$ cat config.mk
export PLATFORM = sky130hd
export DESIGN_NAME = alu_seq_core_flat
export DESIGN_NICKNAME = d
export VERILOG_FILES = /design/src/rtl/alu_seq_core_if.sv /design/src/rtl/alu_seq_core.sv /design/src/flat_wrapper.sv
export SDC_FILE = /design/constraint.sdc
export NUM_CORES = 1
export LEC_CHECK = 0
export CORE_MARGIN = 1.5
export CORE_UTILIZATION = 40
export DETAILED_ROUTE_END_ITERATION = 10
export HOLD_SLACK_MARGIN = 0.06
export PLACE_DENSITY = 0.67
export SYNTH_ARGS = -nofsm -noshare
export SYNTH_HDL_FRONTEND = slang
export SYNTH_SLANG_ARGS = --single-unit
$ cat constraint.sdc
create_clock -name CLK -period 3 [get_ports CLK]
set_input_delay 0.9 -clock CLK [delete_from_list [all_inputs] [get_ports CLK]]
set_output_delay 0.9 -clock CLK [all_outputs]
set_load 0.01 [all_outputs]
$ cat src/rtl/alu_seq_core_if.sv
// rtl/alu_seq_core_if.sv - command/operand and result bundle for alu_seq_core
interface alu_seq_core_if #(
    parameter int DW = 8,
    parameter int CW = 4
) ();
    logic            CE;
    logic            MODE;
    logic [CW-1:0]   CMD;
    logic [1:0]      INP_VALID;
    logic [DW-1:0]   OPA;
    logic [DW-1:0]   OPB;
    logic            CIN;
    logic [2*DW-1:0] RES;
    logic            COUT;
    logic            OFLOW;
    logic            G;
    logic            E;
    logic            L;
    logic            ERR;
    logic            OUT_VALID;
    logic            BUSY;

    modport master (
        output CE, MODE, CMD, INP_VALID, OPA, OPB, CIN,
        input  RES, COUT, OFLOW, G, E, L, ERR, OUT_VALID, BUSY
    );

    modport slave (
        input  CE, MODE, CMD, INP_VALID, OPA, OPB, CIN,
        output RES, COUT, OFLOW, G, E, L, ERR, OUT_VALID, BUSY
    );
endinterface

$ cat src/rtl/alu_seq_core.sv
// rtl/alu_seq_core.sv - sequential operand-capturing ALU; multiply enabled by ALU_SEQ_MUL_EN
module alu_seq_core #(
    parameter int DW      = 8,
    parameter int CW      = 4,
    parameter int TIMEOUT = 16
) (
    input logic          CLK,
    input logic          RST,
    alu_seq_core_if.slave bus
);
    localparam int SW = $clog2(DW);

    localparam logic [CW-1:0] A_ADD  = CW'(0);
    localparam logic [CW-1:0] A_SUB  = CW'(1);
    localparam logic [CW-1:0] A_ADDC = CW'(2);
    localparam logic [CW-1:0] A_SUBC = CW'(3);
    localparam logic [CW-1:0] A_INC  = CW'(4);
    localparam logic [CW-1:0] A_DEC  = CW'(5);
    localparam logic [CW-1:0] A_CMP  = CW'(8);
`ifdef ALU_SEQ_MUL_EN
    localparam logic [CW-1:0] A_MUL  = CW'(9);
`endif
    localparam logic [CW-1:0] L_AND  = CW'(0);
    localparam logic [CW-1:0] L_NAND = CW'(1);
    localparam logic [CW-1:0] L_OR   = CW'(2);
    localparam logic [CW-1:0] L_NOR  = CW'(3);
    localparam logic [CW-1:0] L_XOR  = CW'(4);
    localparam logic [CW-1:0] L_XNOR = CW'(5);
    localparam logic [CW-1:0] L_NOTA = CW'(6);
    localparam logic [CW-1:0] L_NOTB = CW'(7);
    localparam logic [CW-1:0] L_SHR1 = CW'(8);
    localparam logic [CW-1:0] L_SHL1 = CW'(9);
    localparam logic [CW-1:0] L_ROL  = CW'(12);
    localparam logic [CW-1:0] L_ROR  = CW'(13);

    typedef enum logic [2:0] {
        S_IDLE,
        S_WAIT_A,
        S_WAIT_B,
        S_EXEC
`ifdef ALU_SEQ_MUL_EN
        , S_MUL1,
        S_MUL2
`endif
    } state_t;

    state_t          state_q, state_d;
    logic [7:0]      cnt_q, cnt_d;
    logic [DW-1:0]   a_q, a_d, b_q, b_d;
    logic            cin_q, cin_d, mode_q, mode_d;
    logic [CW-1:0]   cmd_q, cmd_d;
    logic [2*DW-1:0] res_q, res_d;
    logic            cout_q, cout_d, oflow_q, oflow_d;
    logic            g_q, g_d, e_q, e_d, l_q, l_d;
    logic            err_q, err_d, out_valid_q, out_valid_d, busy_q, busy_d;
`ifdef ALU_SEQ_MUL_EN
    logic [2*DW-1:0] prod_q, prod_d;
    logic            alu_mul;
`endif

    logic [2*DW-1:0] alu_res;
    logic            alu_cout, alu_oflow, alu_g, alu_e, alu_l, alu_err, alu_arith;
    logic [DW:0]     ua, ub, cin_w, sum_w, sa, sb, sx_w;
    logic [SW:0]     amt_w, rot_w;
    logic [2*DW-1:0] rol_w, ror_w;
    logic            single_op;

    // Commands that need only OPA; decided on the live inputs while idle
    always_comb begin
        single_op = 1'b0;
        if (bus.MODE) begin
            single_op = (bus.CMD == A_INC) || (bus.CMD == A_DEC);
        end else begin
            single_op = (bus.CMD == L_NOTA) || (bus.CMD == L_SHR1) || (bus.CMD == L_SHL1);
        end
    end

    // Result and flags of the captured operation; COUT/OFLOW only for the add/sub family
    always_comb begin
        alu_res   = '0;
        alu_cout  = 1'b0;
        alu_oflow = 1'b0;
        alu_g     = 1'b0;
        alu_e     = 1'b0;
        alu_l     = 1'b0;
        alu_err   = 1'b0;
        alu_arith = 1'b0;
`ifdef ALU_SEQ_MUL_EN
        alu_mul   = 1'b0;
`endif
        ua    = {1'b0, a_q};
        ub    = {1'b0, b_q};
        sa    = {a_q[DW-1], a_q};
        sb    = {b_q[DW-1], b_q};
        cin_w = {{DW{1'b0}}, cin_q};
        sum_w = '0;
        sx_w  = '0;
        // Rotate amount folded into 0..DW-1 so non power-of-two widths still rotate
        amt_w = {1'b0, b_q[SW-1:0]};
        rot_w = (amt_w >= (SW+1)'(DW)) ? amt_w - (SW+1)'(DW) : amt_w;
        rol_w = {a_q, a_q} << rot_w;
        ror_w = {a_q, a_q} >> rot_w;
        if (mode_q) begin
            case (cmd_q)
                A_ADD:  begin sum_w = ua + ub;         sx_w = sa + sb;         alu_arith = 1'b1; end
                A_SUB:  begin sum_w = ua - ub;         sx_w = sa - sb;         alu_arith = 1'b1; end
                A_ADDC: begin sum_w = ua + ub + cin_w; sx_w = sa + sb + cin_w; alu_arith = 1'b1; end
                A_SUBC: begin sum_w = ua - ub - cin_w; sx_w = sa - sb - cin_w; alu_arith = 1'b1; end
                A_INC:  alu_res = {{DW{1'b0}}, a_q + DW'(1)};
                A_DEC:  alu_res = {{DW{1'b0}}, a_q - DW'(1)};
                A_CMP:  begin
                    alu_g = (a_q > b_q);
                    alu_e = (a_q == b_q);
                    alu_l = (a_q < b_q);
                end
`ifdef ALU_SEQ_MUL_EN
                A_MUL:  alu_mul = 1'b1;
`endif
                default: alu_err = 1'b1;
            endcase
            if (alu_arith) begin
                alu_res   = {{DW{1'b0}}, sum_w[DW-1:0]};
                alu_cout  = sum_w[DW];
                alu_oflow = sx_w[DW] ^ sx_w[DW-1];
            end
        end else begin
            case (cmd_q)
                L_AND:  alu_res = {{DW{1'b0}}, a_q & b_q};
                L_NAND: alu_res = {{DW{1'b0}}, ~(a_q & b_q)};
                L_OR:   alu_res = {{DW{1'b0}}, a_q | b_q};
                L_NOR:  alu_res = {{DW{1'b0}}, ~(a_q | b_q)};
                L_XOR:  alu_res = {{DW{1'b0}}, a_q ^ b_q};
                L_XNOR: alu_res = {{DW{1'b0}}, ~(a_q ^ b_q)};
                L_NOTA: alu_res = {{DW{1'b0}}, ~a_q};
                L_NOTB: alu_res = {{DW{1'b0}}, ~b_q};
                L_SHR1: alu_res = {{DW{1'b0}}, a_q >> 1};
                L_SHL1: alu_res = {{DW{1'b0}}, a_q << 1};
                L_ROL:  begin alu_res = {{DW{1'b0}}, rol_w[2*DW-1:DW]}; alu_err = |b_q[DW-1:SW]; end
                L_ROR:  begin alu_res = {{DW{1'b0}}, ror_w[DW-1:0]};    alu_err = |b_q[DW-1:SW]; end
                default: alu_err = 1'b1;
            endcase
        end
    end

    // Sequencer: operand capture, timeout, execute and result register update
    always_comb begin
        state_d     = state_q;
        cnt_d       = cnt_q;
        a_d         = a_q;
        b_d         = b_q;
        cin_d       = cin_q;
        mode_d      = mode_q;
        cmd_d       = cmd_q;
        res_d       = res_q;
        cout_d      = cout_q;
        oflow_d     = oflow_q;
        g_d         = g_q;
        e_d         = e_q;
        l_d         = l_q;
        err_d       = err_q;
        out_valid_d = 1'b0;
`ifdef ALU_SEQ_MUL_EN
        prod_d      = prod_q;
`endif
        case (state_q)
            S_IDLE: begin
                if (bus.INP_VALID != 2'b00) begin
                    mode_d = bus.MODE;
                    cmd_d  = bus.CMD;
                    cin_d  = bus.CIN;
                    cnt_d  = '0;
                    if (bus.INP_VALID[0]) a_d = bus.OPA;
                    if (bus.INP_VALID[1]) b_d = bus.OPB;
                    case (bus.INP_VALID)
                        2'b11:   state_d = S_EXEC;
                        2'b01:   state_d = single_op ? S_EXEC : S_WAIT_B;
                        default: state_d = S_WAIT_A;
                    endcase
                end
            end
            S_WAIT_A, S_WAIT_B: begin
                if ((state_q == S_WAIT_A) && bus.INP_VALID[0]) begin
                    a_d     = bus.OPA;
                    state_d = S_EXEC;
                end else if ((state_q == S_WAIT_B) && bus.INP_VALID[1]) begin
                    b_d     = bus.OPB;
                    state_d = S_EXEC;
                end else if (cnt_q == 8'(TIMEOUT - 1)) begin
                    res_d       = '0;
                    cout_d      = 1'b0;
                    oflow_d     = 1'b0;
                    g_d         = 1'b0;
                    e_d         = 1'b0;
                    l_d         = 1'b0;
                    err_d       = 1'b1;
                    out_valid_d = 1'b1;
                    state_d     = S_IDLE;
                end else begin
                    cnt_d = cnt_q + 8'd1;
                end
            end
            S_EXEC: begin
`ifdef ALU_SEQ_MUL_EN
                if (alu_mul) begin
                    state_d = S_MUL1;
                end else
`endif
                begin
                    res_d       = alu_res;
                    cout_d      = alu_cout;
                    oflow_d     = alu_oflow;
                    g_d         = alu_g;
                    e_d         = alu_e;
                    l_d         = alu_l;
                    err_d       = alu_err;
                    out_valid_d = 1'b1;
                    state_d     = S_IDLE;
                end
            end
`ifdef ALU_SEQ_MUL_EN
            S_MUL1: begin
                prod_d  = {{DW{1'b0}}, a_q} * {{DW{1'b0}}, b_q};
                state_d = S_MUL2;
            end
            S_MUL2: begin
                res_d       = prod_q;
                cout_d      = 1'b0;
                oflow_d     = 1'b0;
                g_d         = 1'b0;
                e_d         = 1'b0;
                l_d         = 1'b0;
                err_d       = 1'b0;
                out_valid_d = 1'b1;
                state_d     = S_IDLE;
            end
`endif
            default: state_d = S_IDLE;
        endcase
        busy_d = (state_d != S_IDLE);
    end

    // State registers; CE low freezes everything
    always_ff @(posedge CLK or posedge RST) begin
        if (RST) begin
            state_q     <= S_IDLE;
            cnt_q       <= '0;
            a_q         <= '0;
            b_q         <= '0;
            cin_q       <= 1'b0;
            mode_q      <= 1'b0;
            cmd_q       <= '0;
            res_q       <= '0;
            cout_q      <= 1'b0;
            oflow_q     <= 1'b0;
            g_q         <= 1'b0;
            e_q         <= 1'b0;
            l_q         <= 1'b0;
            err_q       <= 1'b0;
            out_valid_q <= 1'b0;
            busy_q      <= 1'b0;
`ifdef ALU_SEQ_MUL_EN
            prod_q      <= '0;
`endif
        end else if (bus.CE) begin
            state_q     <= state_d;
            cnt_q       <= cnt_d;
            a_q         <= a_d;
            b_q         <= b_d;
            cin_q       <= cin_d;
            mode_q      <= mode_d;
            cmd_q       <= cmd_d;
            res_q       <= res_d;
            cout_q      <= cout_d;
            oflow_q     <= oflow_d;
            g_q         <= g_d;
            e_q         <= e_d;
            l_q         <= l_d;
            err_q       <= err_d;
            out_valid_q <= out_valid_d;
            busy_q      <= busy_d;
`ifdef ALU_SEQ_MUL_EN
            prod_q      <= prod_d;
`endif
        end
    end

    assign bus.RES       = res_q;
    assign bus.COUT      = cout_q;
    assign bus.OFLOW     = oflow_q;
    assign bus.G         = g_q;
    assign bus.E         = e_q;
    assign bus.L         = l_q;
    assign bus.ERR       = err_q;
    // A pending pulse is masked while CE is low and shows again once CE returns
    assign bus.OUT_VALID = out_valid_q & bus.CE;
    assign bus.BUSY      = busy_q;
endmodule

$ cat src/flat_wrapper.sv
// flat-port wrapper written by rule: the top's interface ports become plain ports
module alu_seq_core_flat 
#(
    parameter int DW      = 8,
    parameter int CW      = 4,
    parameter int TIMEOUT = 16
)
  (CLK, RST, bus_CE, bus_MODE, bus_CMD, bus_INP_VALID, bus_OPA, bus_OPB, bus_CIN, bus_RES, bus_COUT, bus_OFLOW, bus_G, bus_E, bus_L, bus_ERR, bus_OUT_VALID, bus_BUSY);
  alu_seq_core_if #(.DW(DW), .CW(CW)) bus_i ();
  input logic CLK;
  input logic RST;
  input wire logic [$bits(bus_i.CE)-1:0] bus_CE;
  input wire logic [$bits(bus_i.MODE)-1:0] bus_MODE;
  input wire logic [$bits(bus_i.CMD)-1:0] bus_CMD;
  input wire logic [$bits(bus_i.INP_VALID)-1:0] bus_INP_VALID;
  input wire logic [$bits(bus_i.OPA)-1:0] bus_OPA;
  input wire logic [$bits(bus_i.OPB)-1:0] bus_OPB;
  input wire logic [$bits(bus_i.CIN)-1:0] bus_CIN;
  output wire logic [$bits(bus_i.RES)-1:0] bus_RES;
  output wire logic [$bits(bus_i.COUT)-1:0] bus_COUT;
  output wire logic [$bits(bus_i.OFLOW)-1:0] bus_OFLOW;
  output wire logic [$bits(bus_i.G)-1:0] bus_G;
  output wire logic [$bits(bus_i.E)-1:0] bus_E;
  output wire logic [$bits(bus_i.L)-1:0] bus_L;
  output wire logic [$bits(bus_i.ERR)-1:0] bus_ERR;
  output wire logic [$bits(bus_i.OUT_VALID)-1:0] bus_OUT_VALID;
  output wire logic [$bits(bus_i.BUSY)-1:0] bus_BUSY;
  assign bus_i.CE = bus_CE;
  assign bus_i.MODE = bus_MODE;
  assign bus_i.CMD = bus_CMD;
  assign bus_i.INP_VALID = bus_INP_VALID;
  assign bus_i.OPA = bus_OPA;
  assign bus_i.OPB = bus_OPB;
  assign bus_i.CIN = bus_CIN;
  assign bus_RES = bus_i.RES;
  assign bus_COUT = bus_i.COUT;
  assign bus_OFLOW = bus_i.OFLOW;
  assign bus_G = bus_i.G;
  assign bus_E = bus_i.E;
  assign bus_L = bus_i.L;
  assign bus_ERR = bus_i.ERR;
  assign bus_OUT_VALID = bus_i.OUT_VALID;
  assign bus_BUSY = bus_i.BUSY;
  alu_seq_core #(.DW(DW), .CW(CW), .TIMEOUT(TIMEOUT)) u_core (.CLK(CLK), .RST(RST), .bus(bus_i));
endmodule
==> impl_results.html, run 1 <==
<table>
<tr><th>Metric</th><th>Value</th></tr>
<tr><th colspan="2">Global route</th></tr>
<tr><td>Global routing usage summed across all routing layers</td><td>0.2484</td></tr>
<tr><td>Pin count of the biggest net entering global routing</td><td>53</td></tr>
<tr><td>Vias in the first global route</td><td>5,151</td></tr>
<tr><td>Antenna violations before repair</td><td>1</td></tr>
<tr><td>Global-route wire length before repair</td><td>27,830 um</td></tr>
<tr><td>Final global-route overflow total</td><td>0</td></tr>
<tr><th colspan="2">Place</th></tr>
<tr><td>Placer's final routability congestion estimate</td><td>0.9998</td></tr>
<tr><td>Pre-CTS setup slack</td><td>26.05 ps</td></tr>
<tr><td>Count of placed standard cells including taps</td><td>930</td></tr>
<tr><td>Port Buffer Count</td><td>42</td></tr>
<tr><td>Total half-perimeter wirelength after legalization and detailed placement</td><td>13,510 um</td></tr>
<tr><th colspan="2">Die</th></tr>
<tr><td>Die span in y</td><td>119.7 um</td></tr>
<tr><td>Number of top-level pins</td><td>51</td></tr>
<tr><td>Starting utilization of the core area</td><td>0.4111</td></tr>
<tr><td>Core Footprint</td><td>0.01324 mm2</td></tr>
<tr><td>Std-Cell Rows</td><td>42</td></tr>
<tr><td>Die footprint</td><td>0.01432 mm2</td></tr>
<tr><td>Die boundary width</td><td>119.7 um</td></tr>
<tr><th colspan="2">Critical path</th></tr>
<tr><td>Largest fanout on the critical path</td><td>2</td></tr>
<tr><td>CP Launch Type</td><td>input pin</td></tr>
<tr><td>WP data arrival</td><td>2040 ps</td></tr>
<tr><td>Maximum single-stage delay on the critical path</td><td>530 ps</td></tr>
<tr><td>Crit path required time</td><td>2100 ps</td></tr>
<tr><td>Critical path start-end classification</td><td>in -&gt; out</td></tr>
<tr><td>Crit end category</td><td>output port</td></tr>
<tr><td>Most frequent cell on the critical path</td><td>sky130_fd_sc_hd__clkdlybuf4s50_1</td></tr>
<tr><td>Max stage delay cell, worst path</td><td>sky130_fd_sc_hd__clkdlybuf4s50_1</td></tr>
<tr><td>CP cell instances</td><td>clkdlybuf4s50_1 -&gt; and2_1 -&gt; clkdlybuf4s50_1</td></tr>
<tr><th colspan="2">Detailed routing</th></tr>
<tr><td>DR vias</td><td>5,644</td></tr>
<tr><td>DRC violations left</td><td>0</td></tr>
<tr><td>Initial drt markers</td><td>514</td></tr>
<tr><td>Routed wire length per instance</td><td>19.04 um</td></tr>
<tr><td>Antenna-violating nets left</td><td>0</td></tr>
<tr><td>Total wire length</td><td>17,920 um</td></tr>
<tr><td>TritonRoute pass-1 iters</td><td>6</td></tr>
<tr><td>Average via count per standard cell</td><td>5.998</td></tr>
<tr><th colspan="2">Clock network</th></tr>
<tr><td>Clock Sinks</td><td>49</td></tr>
<tr><td>CTS H-tree lvls</td><td>2</td></tr>
<tr><td>Clock slew seen by the registers of the worst setup and hold paths</td><td>70 ps</td></tr>
<tr><td>Clock tree root buffer cell</td><td>sky130_fd_sc_hd__clkbuf_16</td></tr>
<tr><td>Maximum buffer depth of the clock tree</td><td>2</td></tr>
<tr><td>Clock latency of the later-clocked register in the worst-skew pair</td><td>310 ps</td></tr>
<tr><td>Number of buffers inserted during clock tree synthesis</td><td>5</td></tr>
<tr><td>Hold buffer count at CTS</td><td>0</td></tr>
<tr><td>CTS tree</td><td>yes</td></tr>
<tr><th colspan="2">Timing</th></tr>
<tr><td>Final-report hold violation count</td><td>0</td></tr>
<tr><td>Worst Max-Slew Pin Slew</td><td>1107 ps</td></tr>
<tr><td>Headroom to the max-slew limit</td><td>0.2561</td></tr>
<tr><td>Crit share post-route</td><td>0.9786</td></tr>
<tr><td>Setup_tns</td><td>0 ps</td></tr>
<tr><td>Min Tclk post-route</td><td>2936 ps</td></tr>
<tr><td>Final-report setup violation count</td><td>0</td></tr>
<tr><td>Worst Slack Setup Final</td><td>64.08 ps</td></tr>
<tr><td>Slew Viols, Final</td><td>0</td></tr>
<tr><td>Max Clock Freq</td><td>340.6 MHz</td></tr>
<tr><td>Fin Clk Skew</td><td>4.447 ps</td></tr>
<tr><th colspan="2">Synth</th></tr>
<tr><td>Mapped Area</td><td>0.005444 mm2</td></tr>
<tr><td>Gate count after technology mapping</td><td>700</td></tr>
<tr><td>Yosys reg bits</td><td>49</td></tr>
<tr><td>Most used DFF post-synth</td><td>sky130_fd_sc_hd__dfrtp_1</td></tr>
<tr><td>Unique cell type count in the Yosys netlist</td><td>77</td></tr>
<tr><td>Per-instance average area after synthesis</td><td>7.777 um2</td></tr>
<tr><td>Seq/Total Area, Yosys</td><td>0.2252</td></tr>
<tr><td>Fraction of registers with async set/reset</td><td>1.000</td></tr>
<tr><td>Number of warnings reported in the yosys synthesis log</td><td>0</td></tr>
<tr><td>Number of enable flip-flop cells after synthesis</td><td>0</td></tr>
<tr><th colspan="2">Final layout</th></tr>
<tr><td>Non-Filler Instances</td><td>941</td></tr>
<tr><td>Most common library cell in the layout ignoring fill and taps</td><td>sky130_fd_sc_hd__nor2_1</td></tr>
<tr><td>Post-layout utilization of the core</td><td>0.5009</td></tr>
<tr><td>Final nets</td><td>829</td></tr>
<tr><td>Area growth from synthesis to layout</td><td>21.83%</td></tr>
<tr><td>Fraction of final layout cells sized beyond drive strength 1</td><td>0.1725</td></tr>
<tr><td>Commonest cells after routing, fill and taps aside</td><td>68 x sky130_fd_sc_hd__nor2_1, 67 x sky130_fd_sc_hd__o21ai_0, 63 x sky130_fd_sc_hd__nand2_1</td></tr>
<tr><td>Antenna diode count</td><td>0</td></tr>
<tr><td>Filler cells</td><td>1,280</td></tr>
<tr><th colspan="2">Min path</th></tr>
<tr><td>Class of the tightest hold or removal check</td><td>reg -&gt; reg</td></tr>
<tr><th colspan="2">Job</th></tr>
<tr><td>Max capacitance violation total</td><td>0</td></tr>
<tr><th colspan="2">Run status</th></tr>
<tr><td>Run status</td><td>complete, no violations</td></tr>
</table>
==> final cells by class <==
type / count / area (um2) / share of cell area
Multi-Input combinational cell: 574 / 4026 / 0.6071
Tap cell: 176 / 220.2 / 0.03320
Clock inverter: 2 / 13.76 / 0.002075
Sequential cell: 49 / 1227 / 0.1851
Timing Repair Buffer: 104 / 902.1 / 0.1360
Clock buffer: 6 / 128.9 / 0.01943
Inverter: 30 / 113.9 / 0.01717
==> stage by stage <==
step	cell area (um2)	hold slack, ps
2_1_floorplan	5472	464.3
3_3_place_gp	6322	450.8
3_5_place_dp	6322	464.6
4_1_cts	6467	480.0
5_1_grt	6633	511.4
6_report	6633	468.1
==> worst max-delay path: cells and delay by family <==
family | cells | cell delay (ps)
buf+inv | 2 | 1000
simple gates | 1 | 130
==> worst paths after layout <==
check	to	from	cells past startpoint	slack [ps]
worst min-delay path	u_core.bus.E	u_core.bus.E	2	470
worst min register to register	u_core.bus.E	u_core.bus.E	2	470
min in group asynchronous	u_core.cnt_q[4]	RST	2	870
worst max register to register	u_core.bus.RES[7]	u_core.a_q[0]	11	110
worst max-delay path	bus_OUT_VALID	bus_CE	3	60
max in group asynchronous	u_core.b_q[1]	RST	3	1550
==> cells by family after synthesis <==
group	count (synthesis)	share of synthesized area
xor+xnor	35	0.05907
buf+inv	84	0.06688
mux	28	0.06757
compound gates	214	0.2655
other cells	1	0.0006888
flops	49	0.2252
simple gates	251	0.2236
fa+ha+maj	38	0.09147
==> sequential cells by signal, summed over array words and instances, names as in the netlist <==
register,count
u_core.a_q,8
u_core.b_q,8
u_core.bus.RES,8
u_core.cnt_q,8
u_core.cmd_q,4
u_core.state_q,3
u_core.bus.BUSY,1
u_core.bus.COUT,1
u_core.bus.E,1
u_core.bus.ERR,1
u_core.bus.G,1
u_core.bus.L,1
u_core.bus.OFLOW,1
u_core.cin_q,1
u_core.mode_q,1
u_core.out_valid_q,1
==> metal layers <==
metal	part of all wire	global-route usage
met5	0	0
met4	0.031	0.09375
met3	0.090	0.04183
met2	0.46	0.3886
met1	0.42	0.3436
==> repair_timing <==
| action | 4_1_cts | 5_1_grt |
|---|---|---|
| cloned | 0 | 0 |
| setup buffers | 0 | 3 |
| gates resized for setup | 1 | 25 |
| setup endpoints to repair | 1 | 5 |
| pin swaps | 3 | 8 |
==> cells in the mapped netlist (5+ instances only) <==
cell type                   n  area (um2)
sky130_fd_sc_hd__a21oi_1   43       215.2
sky130_fd_sc_hd__xnor2_1   18       157.7
sky130_fd_sc_hd__o311ai_0   5       43.79
sky130_fd_sc_hd__ha_1      35       437.9
sky130_fd_sc_hd__and2_1     6       37.54
sky130_fd_sc_hd__clkbuf_1  36       135.1
sky130_fd_sc_hd__a21o_1     5       37.54
sky130_fd_sc_hd__nor2_1    69       259.0
sky130_fd_sc_hd__nand2_1   63       236.5
sky130_fd_sc_hd__mux2i_1   12       120.1
sky130_fd_sc_hd__a32o_1     5       50.05
sky130_fd_sc_hd__a31oi_1    7       43.79
sky130_fd_sc_hd__xor2_1    15       131.4
sky130_fd_sc_hd__dfrtp_1   49        1226
sky130_fd_sc_hd__mux2_2    10       112.6
sky130_fd_sc_hd__and3_1     5       31.28
sky130_fd_sc_hd__buf_1      5       18.77
sky130_fd_sc_hd__nand4_1    8       50.05
sky130_fd_sc_hd__mux4_2     6       135.1
sky130_fd_sc_hd__o211ai_1   7       52.55
sky130_fd_sc_hd__nand3_1   23       115.1
sky130_fd_sc_hd__nand2b_1  12       75.07
sky130_fd_sc_hd__or2_2      5       31.28
sky130_fd_sc_hd__o21ai_0   67       335.3
sky130_fd_sc_hd__nor4_1    10       62.56
sky130_fd_sc_hd__nor2b_1    6       37.54
sky130_fd_sc_hd__a211o_1    8       70.07
sky130_fd_sc_hd__a211oi_1  11       82.58
sky130_fd_sc_hd__inv_1     29       108.9
sky130_fd_sc_hd__buf_4      8       60.06
sky130_fd_sc_hd__nor3_1    24       120.1
Power of run 1 is not shown: default switching activity piles up to over one toggle a cycle in this logic, so the estimate is an artifact.
==> run 2, diff against run 1 <==
--- a/config.mk
+++ b/config.mk
@@ -10,2 +10,3 @@
 export DETAILED_ROUTE_END_ITERATION = 10
+export GPL_TIMING_DRIVEN = 0
 export HOLD_SLACK_MARGIN = 0.06
--- a/constraint.sdc
+++ b/constraint.sdc
@@ -3,2 +3,2 @@
 set_output_delay 0.9 -clock CLK [all_outputs]
-set_load 0.01 [all_outputs]
+set_load 0.1 [all_outputs]
==> impl_results.html, run 2 (synthesis results as in run 1) <==
<table>
<tr><th>Metric</th><th>Value</th></tr>
<tr><th colspan="2">Run status</th></tr>
<tr><td>Run status</td><td>finished with violations</td></tr>
<tr><td>Failing checks</td><td>negative setup slack</td></tr>
<tr><th colspan="2">Final layout</th></tr>
<tr><td>Commonest cells after routing, fill and taps aside</td><td>68 x sky130_fd_sc_hd__nor2_1, 65 x sky130_fd_sc_hd__o21ai_0, 63 x sky130_fd_sc_hd__nand2_1</td></tr>
<tr><td>Final nets</td><td>847</td></tr>
<tr><td>Filler cells</td><td>1,333</td></tr>
<tr><td>Most common library cell in the layout ignoring fill and taps</td><td>sky130_fd_sc_hd__nor2_1</td></tr>
<tr><td>Fraction of final layout cells sized beyond drive strength 1</td><td>0.1814</td></tr>
<tr><td>Register area</td><td>0.001240 mm2</td></tr>
<tr><td>Area growth from synthesis to layout</td><td>23.81%</td></tr>
<tr><td>Combined area of the multi-input logic cells</td><td>0.004099 mm2</td></tr>
<tr><td>Antenna diode count</td><td>0</td></tr>
<tr><td>Finished layout cell area</td><td>0.006740 mm2</td></tr>
<tr><th colspan="2">Clock network</th></tr>
<tr><td>Clock tree root buffer cell</td><td>sky130_fd_sc_hd__clkbuf_16</td></tr>
<tr><td>CTS H-tree lvls</td><td>2</td></tr>
<tr><td>Clock slew seen by the registers of the worst setup and hold paths</td><td>70 ps</td></tr>
<tr><td>Clock Sinks</td><td>49</td></tr>
<tr><td>Hold buffer count at CTS</td><td>0</td></tr>
<tr><td>CTS tree</td><td>yes</td></tr>
<tr><td>Clock latency of the later-clocked register in the worst-skew pair</td><td>310 ps</td></tr>
<tr><td>Maximum buffer depth of the clock tree</td><td>2</td></tr>
<tr><td>Number of buffers inserted during clock tree synthesis</td><td>5</td></tr>
<tr><th colspan="2">Die</th></tr>
<tr><td>Starting utilization of the core area</td><td>0.4111</td></tr>
<tr><td>Die boundary width</td><td>119.7 um</td></tr>
<tr><td>Core Footprint</td><td>0.01324 mm2</td></tr>
<tr><td>Number of top-level pins</td><td>51</td></tr>
<tr><td>Std-Cell Rows</td><td>42</td></tr>
<tr><td>Die span in y</td><td>119.7 um</td></tr>
<tr><td>Die footprint</td><td>0.01432 mm2</td></tr>
<tr><th colspan="2">Critical path</th></tr>
<tr><td>Max stage delay cell, worst path</td><td>sky130_fd_sc_hd__dfrtp_2</td></tr>
<tr><td>Worst path top cell family by delay</td><td>compound AO/OA/AOI/OAI gates</td></tr>
<tr><td>Maximum single-stage delay on the critical path</td><td>510 ps</td></tr>
<tr><td>WP data arrival</td><td>3210 ps</td></tr>
<tr><td>CP cell instances</td><td>inv_4 -&gt; nand2_1 -&gt; nor2_4 -&gt; ha_1 -&gt; a21o_1 -&gt; a21oi_1 -&gt; o21ai_0 -&gt; o41ai_2 -&gt; xnor2_1 -&gt; a31oi_1 -&gt; o21ai_1 -&gt; a32o_1</td></tr>
<tr><td>Critical path start-end classification</td><td>reg -&gt; reg</td></tr>
<tr><td>Largest fanout on the critical path</td><td>8</td></tr>
<tr><td>CP Launch Type</td><td>register</td></tr>
<tr><td>Crit end category</td><td>register</td></tr>
<tr><td>Crit path buf inv count</td><td>1</td></tr>
<tr><td>Crit path required time</td><td>3190 ps</td></tr>
<tr><th colspan="2">Timing</th></tr>
<tr><td>Final-report setup violation count</td><td>1</td></tr>
<tr><td>Slew Viols, Final</td><td>0</td></tr>
<tr><td>Worst Slack Setup Final</td><td>-12.39 ps</td></tr>
<tr><td>Fin Clk Skew</td><td>4.252 ps</td></tr>
<tr><td>Min Tclk post-route</td><td>3012 ps</td></tr>
<tr><td>Max Clock Freq</td><td>332.0 MHz</td></tr>
<tr><td>Unrepaired setup endpoints after global routing</td><td>true</td></tr>
<tr><td>Setup_tns</td><td>-12.39 ps</td></tr>
<tr><td>Crit share post-route</td><td>1.004</td></tr>
<tr><td>Worst Max-Slew Pin Slew</td><td>1106 ps</td></tr>
<tr><td>Headroom to the max-slew limit</td><td>0.2570</td></tr>
<tr><td>Final-report hold violation count</td><td>0</td></tr>
<tr><th colspan="2">Place</th></tr>
<tr><td>Post-placement cell area</td><td>0.006132 mm2</td></tr>
<tr><td>Total half-perimeter wirelength after legalization and detailed placement</td><td>14,820 um</td></tr>
<tr><td>Placer's final routability congestion estimate</td><td>0.9836</td></tr>
<tr><td>Port Buffer Count</td><td>42</td></tr>
<tr><th colspan="2">Job</th></tr>
<tr><td>Max capacitance violation total</td><td>0</td></tr>
<tr><th colspan="2">Global route</th></tr>
<tr><td>Global routing usage summed across all routing layers</td><td>0.2781</td></tr>
<tr><td>Vias in the first global route</td><td>5,536</td></tr>
<tr><td>Pin count of the biggest net entering global routing</td><td>34</td></tr>
<tr><td>Final global-route overflow total</td><td>0</td></tr>
<tr><td>Antenna violations before repair</td><td>0</td></tr>
<tr><td>Global-route wire length before repair</td><td>30,740 um</td></tr>
<tr><th colspan="2">Detailed routing</th></tr>
<tr><td>Antenna-violating nets left</td><td>0</td></tr>
<tr><td>Total wire length</td><td>19,670 um</td></tr>
<tr><td>Routed wire length per instance</td><td>20.51 um</td></tr>
<tr><td>DR vias</td><td>5,830</td></tr>
<tr><td>DRC violations left</td><td>0</td></tr>
<tr><td>Initial drt markers</td><td>581</td></tr>
<tr><td>Average via count per standard cell</td><td>6.079</td></tr>
<tr><td>TritonRoute pass-1 iters</td><td>5</td></tr>
<tr><th colspan="2">Min path</th></tr>
<tr><td>Class of the tightest hold or removal check</td><td>reg -&gt; reg</td></tr>
</table>
## run 2: path summary, 6_finish.rpt
| check | from | end | slack, ps | cells past startpoint |
|---|---|---|---|---|
| min | u_core.bus.E | u_core.bus.E | 470 | 2 |
| max | u_core.cmd_q[1] | u_core.bus.RES[7] | -10 | 12 |
| min in group asynchronous | RST | u_core.b_q[0] | 920 | 2 |
| max reg2reg | u_core.cmd_q[1] | u_core.bus.RES[7] | -10 | 12 |
| max in group asynchronous | RST | u_core.cmd_q[1] | 1570 | 3 |
| min reg2reg | u_core.bus.E | u_core.bus.E | 470 | 2 |
## run 2: final cells by class
type | count | area share
Multi-Input combinational cell | 574 | 0.6081
Sequential cell | 49 | 0.1840
Timing Repair Buffer | 71 | 0.09671
Tap cell | 176 | 0.03267
Buffer | 51 | 0.03787
Clock inverter | 2 | 0.002042
Clock buffer | 6 | 0.01912
Inverter | 30 | 0.01949
## run 2: worst register-to-register path: cells and delay by family, from the launching register on
| kind | cells | cell delay, ps |
|---|---|---|
| XOR/XNOR | 1 | 130 |
| AND/OR/NAND/NOR | 2 | 350 |
| AO/OA/AOI/OAI | 7 | 1470 |
| adder cells (fa/ha/maj) | 1 | 270 |
| flip-flops | 1 | 510 |
| buffers and inverters | 1 | 170 |
## run 2: through the flow
| step | worst slack [ps] | util | hold slack, ps | std cells |
|---|---|---|---|---|
| after floorplan | 73.31 | - | 464.3 | 707 |
| after global placement | -672.0 | 0.4615 | 453.0 | 925 |
| after detailed placement | -677.0 | 0.4631 | 459.4 | 926 |
| after CTS | -24.07 | 0.4955 | 475.0 | 946 |
| after global routing | -244.7 | 0.5090 | 516.1 | 959 |
| final | -12.39 | 0.5090 | 468.6 | 959 |
## run 2: timing repair
action | in CTS | in global routing
endpoints found under the hold margin | 0 | 0
pin swaps | 11 | 14
buffers inserted | 14 | 14
endpoints found under the setup margin | 8 | 18
resized for setup | 50 | 25
## run 2: per-layer routing
| layer | track usage | vias up | wire [um] |
|---|---|---|---|
| met4 | 0.1116 | 0 | 749 |
| met1 | 0.3709 | 2793 | 8319 |
| met5 | 0 | - | 0 |
| met2 | 0.4415 | 281 | 8958 |
| li1 | - | 2698 | - |
| met3 | 0.05656 | 58 | 1638 |
Power of run 2 is left out for the same reason.
==> run 3, diff against run 2 <==
Settings changed: REMOVE_ABC_BUFFERS set to 1.
==> impl_results.html, run 3 (synthesis results as in run 1) <==
<table>
<tr><th>Metric</th><th>Value</th></tr>
<tr><th colspan="2">Run status</th></tr>
<tr><td>Run status</td><td>finished with violations</td></tr>
<tr><td>Failing checks</td><td>negative setup slack</td></tr>
<tr><th colspan="2">Detailed routing</th></tr>
<tr><td>DR vias</td><td>5,582</td></tr>
<tr><td>Average via count per standard cell</td><td>6.121</td></tr>
<tr><td>TritonRoute pass-1 iters</td><td>5</td></tr>
<tr><td>DRC violations left</td><td>0</td></tr>
<tr><td>Routed wire length per instance</td><td>19.50 um</td></tr>
<tr><td>Initial drt markers</td><td>381</td></tr>
<tr><td>Antenna-violating nets left</td><td>0</td></tr>
<tr><td>Total wire length</td><td>17,780 um</td></tr>
<tr><th colspan="2">Die</th></tr>
<tr><td>Die footprint</td><td>0.01432 mm2</td></tr>
<tr><td>Die span in y</td><td>119.7 um</td></tr>
<tr><td>Number of top-level pins</td><td>51</td></tr>
<tr><td>Starting utilization of the core area</td><td>0.4111</td></tr>
<tr><td>Core Footprint</td><td>0.01324 mm2</td></tr>
<tr><td>Die boundary width</td><td>119.7 um</td></tr>
<tr><td>Std-Cell Rows</td><td>42</td></tr>
<tr><th colspan="2">Critical path</th></tr>
<tr><td>CP cell instances</td><td>buf_12 -&gt; fa_2 -&gt; a211oi_4 -&gt; o21ai_2 -&gt; a221oi_4 -&gt; nand4_1 -&gt; xnor2_1 -&gt; a211oi_2 -&gt; o21ai_1 -&gt; a32o_1</td></tr>
<tr><td>CP Launch Type</td><td>register</td></tr>
<tr><td>Crit path required time</td><td>3200 ps</td></tr>
<tr><td>Reg-to-reg critical path startpoint</td><td>u_core.b_q[1]</td></tr>
<tr><td>Start point of the critical path</td><td>u_core.b_q[1]</td></tr>
<tr><td>WP data arrival</td><td>3220 ps</td></tr>
<tr><td>Critical path start-end classification</td><td>reg -&gt; reg</td></tr>
<tr><td>Max stage delay cell, worst path</td><td>sky130_fd_sc_hd__dfrtp_4</td></tr>
<tr><td>Endpoint of the most critical setup path</td><td>u_core.bus.RES[7]</td></tr>
<tr><td>Largest fanout on the critical path</td><td>6</td></tr>
<tr><td>Maximum single-stage delay on the critical path</td><td>520 ps</td></tr>
<tr><td>Reg2Reg Depth</td><td>10</td></tr>
<tr><td>Flop2flop setup slack</td><td>-20 ps</td></tr>
<tr><td>Crit end category</td><td>register</td></tr>
<tr><td>Crit Reg-Reg Endpoint</td><td>u_core.bus.RES[7]</td></tr>
<tr><th colspan="2">Job</th></tr>
<tr><td>Max capacitance violation total</td><td>0</td></tr>
<tr><th colspan="2">Place</th></tr>
<tr><td>Port Buffer Count</td><td>42</td></tr>
<tr><td>Placer's final routability congestion estimate</td><td>0.9193</td></tr>
<tr><td>Total half-perimeter wirelength after legalization and detailed placement</td><td>12,100 um</td></tr>
<tr><th colspan="2">Timing</th></tr>
<tr><td>Final-report setup violation count</td><td>1</td></tr>
<tr><td>Worst Max-Slew Pin Slew</td><td>1087 ps</td></tr>
<tr><td>Hold_ws</td><td>476.0 ps</td></tr>
<tr><td>Slew Viols, Final</td><td>0</td></tr>
<tr><td>Worst Slack Setup Final</td><td>-15.93 ps</td></tr>
<tr><td>Min Tclk post-route</td><td>3016 ps</td></tr>
<tr><td>Fin Clk Skew</td><td>9.085 ps</td></tr>
<tr><td>Headroom to the max-slew limit</td><td>0.2694</td></tr>
<tr><td>Max Clock Freq</td><td>331.6 MHz</td></tr>
<tr><td>Unrepaired setup endpoints after global routing</td><td>true</td></tr>
<tr><td>Final-report hold violation count</td><td>0</td></tr>
<tr><td>Crit share post-route</td><td>1.005</td></tr>
<tr><th colspan="2">Clock network</th></tr>
<tr><td>Number of buffers inserted during clock tree synthesis</td><td>5</td></tr>
<tr><td>CTS tree</td><td>yes</td></tr>
<tr><td>Clock slew seen by the registers of the worst setup and hold paths</td><td>70 ps</td></tr>
<tr><td>CTS H-tree lvls</td><td>2</td></tr>
<tr><td>Clock latency of the later-clocked register in the worst-skew pair</td><td>320 ps</td></tr>
<tr><td>Maximum buffer depth of the clock tree</td><td>2</td></tr>
<tr><td>Hold buffer count at CTS</td><td>0</td></tr>
<tr><td>Clock Sinks</td><td>49</td></tr>
<tr><td>Clock tree root buffer cell</td><td>sky130_fd_sc_hd__clkbuf_16</td></tr>
<tr><th colspan="2">Global route</th></tr>
<tr><td>Pin count of the biggest net entering global routing</td><td>41</td></tr>
<tr><td>Global-route wire length before repair</td><td>27,340 um</td></tr>
<tr><td>Final global-route overflow total</td><td>0</td></tr>
<tr><td>Antenna violations before repair</td><td>0</td></tr>
<tr><td>Vias in the first global route</td><td>5,257</td></tr>
<tr><td>Global routing usage summed across all routing layers</td><td>0.2418</td></tr>
<tr><th colspan="2">Final layout</th></tr>
<tr><td>Antenna diode count</td><td>0</td></tr>
<tr><td>Final nets</td><td>800</td></tr>
<tr><td>Filler cells</td><td>1,268</td></tr>
<tr><td>Most common library cell in the layout ignoring fill and taps</td><td>sky130_fd_sc_hd__nor2_1</td></tr>
<tr><td>Commonest cells after routing, fill and taps aside</td><td>68 x sky130_fd_sc_hd__nor2_1, 65 x sky130_fd_sc_hd__o21ai_0, 63 x sky130_fd_sc_hd__nand2_1</td></tr>
<tr><td>Fraction of final layout cells sized beyond drive strength 1</td><td>0.1793</td></tr>
<tr><td>Area growth from synthesis to layout</td><td>21.08%</td></tr>
<tr><th colspan="2">Min path</th></tr>
<tr><td>Hold_sp</td><td>u_core.bus.E</td></tr>
<tr><td>Class of the tightest hold or removal check</td><td>reg -&gt; reg</td></tr>
</table>
run 3: cell type report:
| type | count | area [um2] | share of cell area |
|---|---|---|---|
| flip-flops and latches | 49 | 1260 | 0.1912 |
| inverters | 30 | 130.1 | 0.01974 |
| clock inverters | 3 | 25.02 | 0.003797 |
| well taps | 176 | 220.2 | 0.03341 |
| repair inverters | 2 | 10.01 | 0.001519 |
| multi-input cells | 574 | 4119 | 0.6249 |
| repair buffers | 73 | 701.9 | 0.1065 |
| clock buffers | 5 | 125.1 | 0.01898 |
run 3: repair_timing:
action,4_1_cts,5_1_grt
gates resized for setup,53,22
setup buffers,18,11
hold endpoints to repair,0,0
cloned,1,1
pin swaps,11,11
endpoints found under the setup margin,14,9
run 3: worst min path at each step:
stage	slack [ps]	cells after the start	to
detailed placement	470	1	u_core.bus.L
finish	480	2	u_core.bus.E
floorplan	460	2	u_core.out_valid_q
CTS	490	1	u_core.bus.L
global placement	450	2	u_core.bus.E
global route	500	1	u_core.bus.L
run 3: critical path, delay by kind of cell, from the launching register on:
family	cells	cell delay [ps]
AO/OA/AOI/OAI	6	1470
flip-flops	1	520
adder cells (fa/ha/maj)	1	430
XOR/XNOR	1	170
AND/OR/NAND/NOR	1	160
buffers and inverters	1	150
run 3: metal layers:
| layer | wire (um) | part of all wire | track usage | vias up |
|---|---|---|---|---|
| met2 | 7988 | 0.45 | 0.3800 | 272 |
| met5 | 0 | 0 | 0 | - |
| met4 | 880 | 0.049 | 0.1265 | 0 |
| li1 | - | - | - | 2603 |
| met3 | 1349 | 0.076 | 0.03707 | 71 |
| met1 | 7562 | 0.43 | 0.3215 | 2636 |
run 3: stage by stage:
step,instance area [um2],utilization,setup WS [ps],setup TNS [ps],instances
floorplan,5219,-,-693.5,-2945,653
global placement,5859,0.4425,-1658,-26060,871
detailed placement,5894,0.4451,-1252,-9790,873
CTS,6380,0.4818,-46.76,-72.06,900
global route,6591,0.4977,-139.0,-375.8,912
finish,6591,0.4977,-15.93,-15.93,912
Power of run 3 is left out for the same reason.
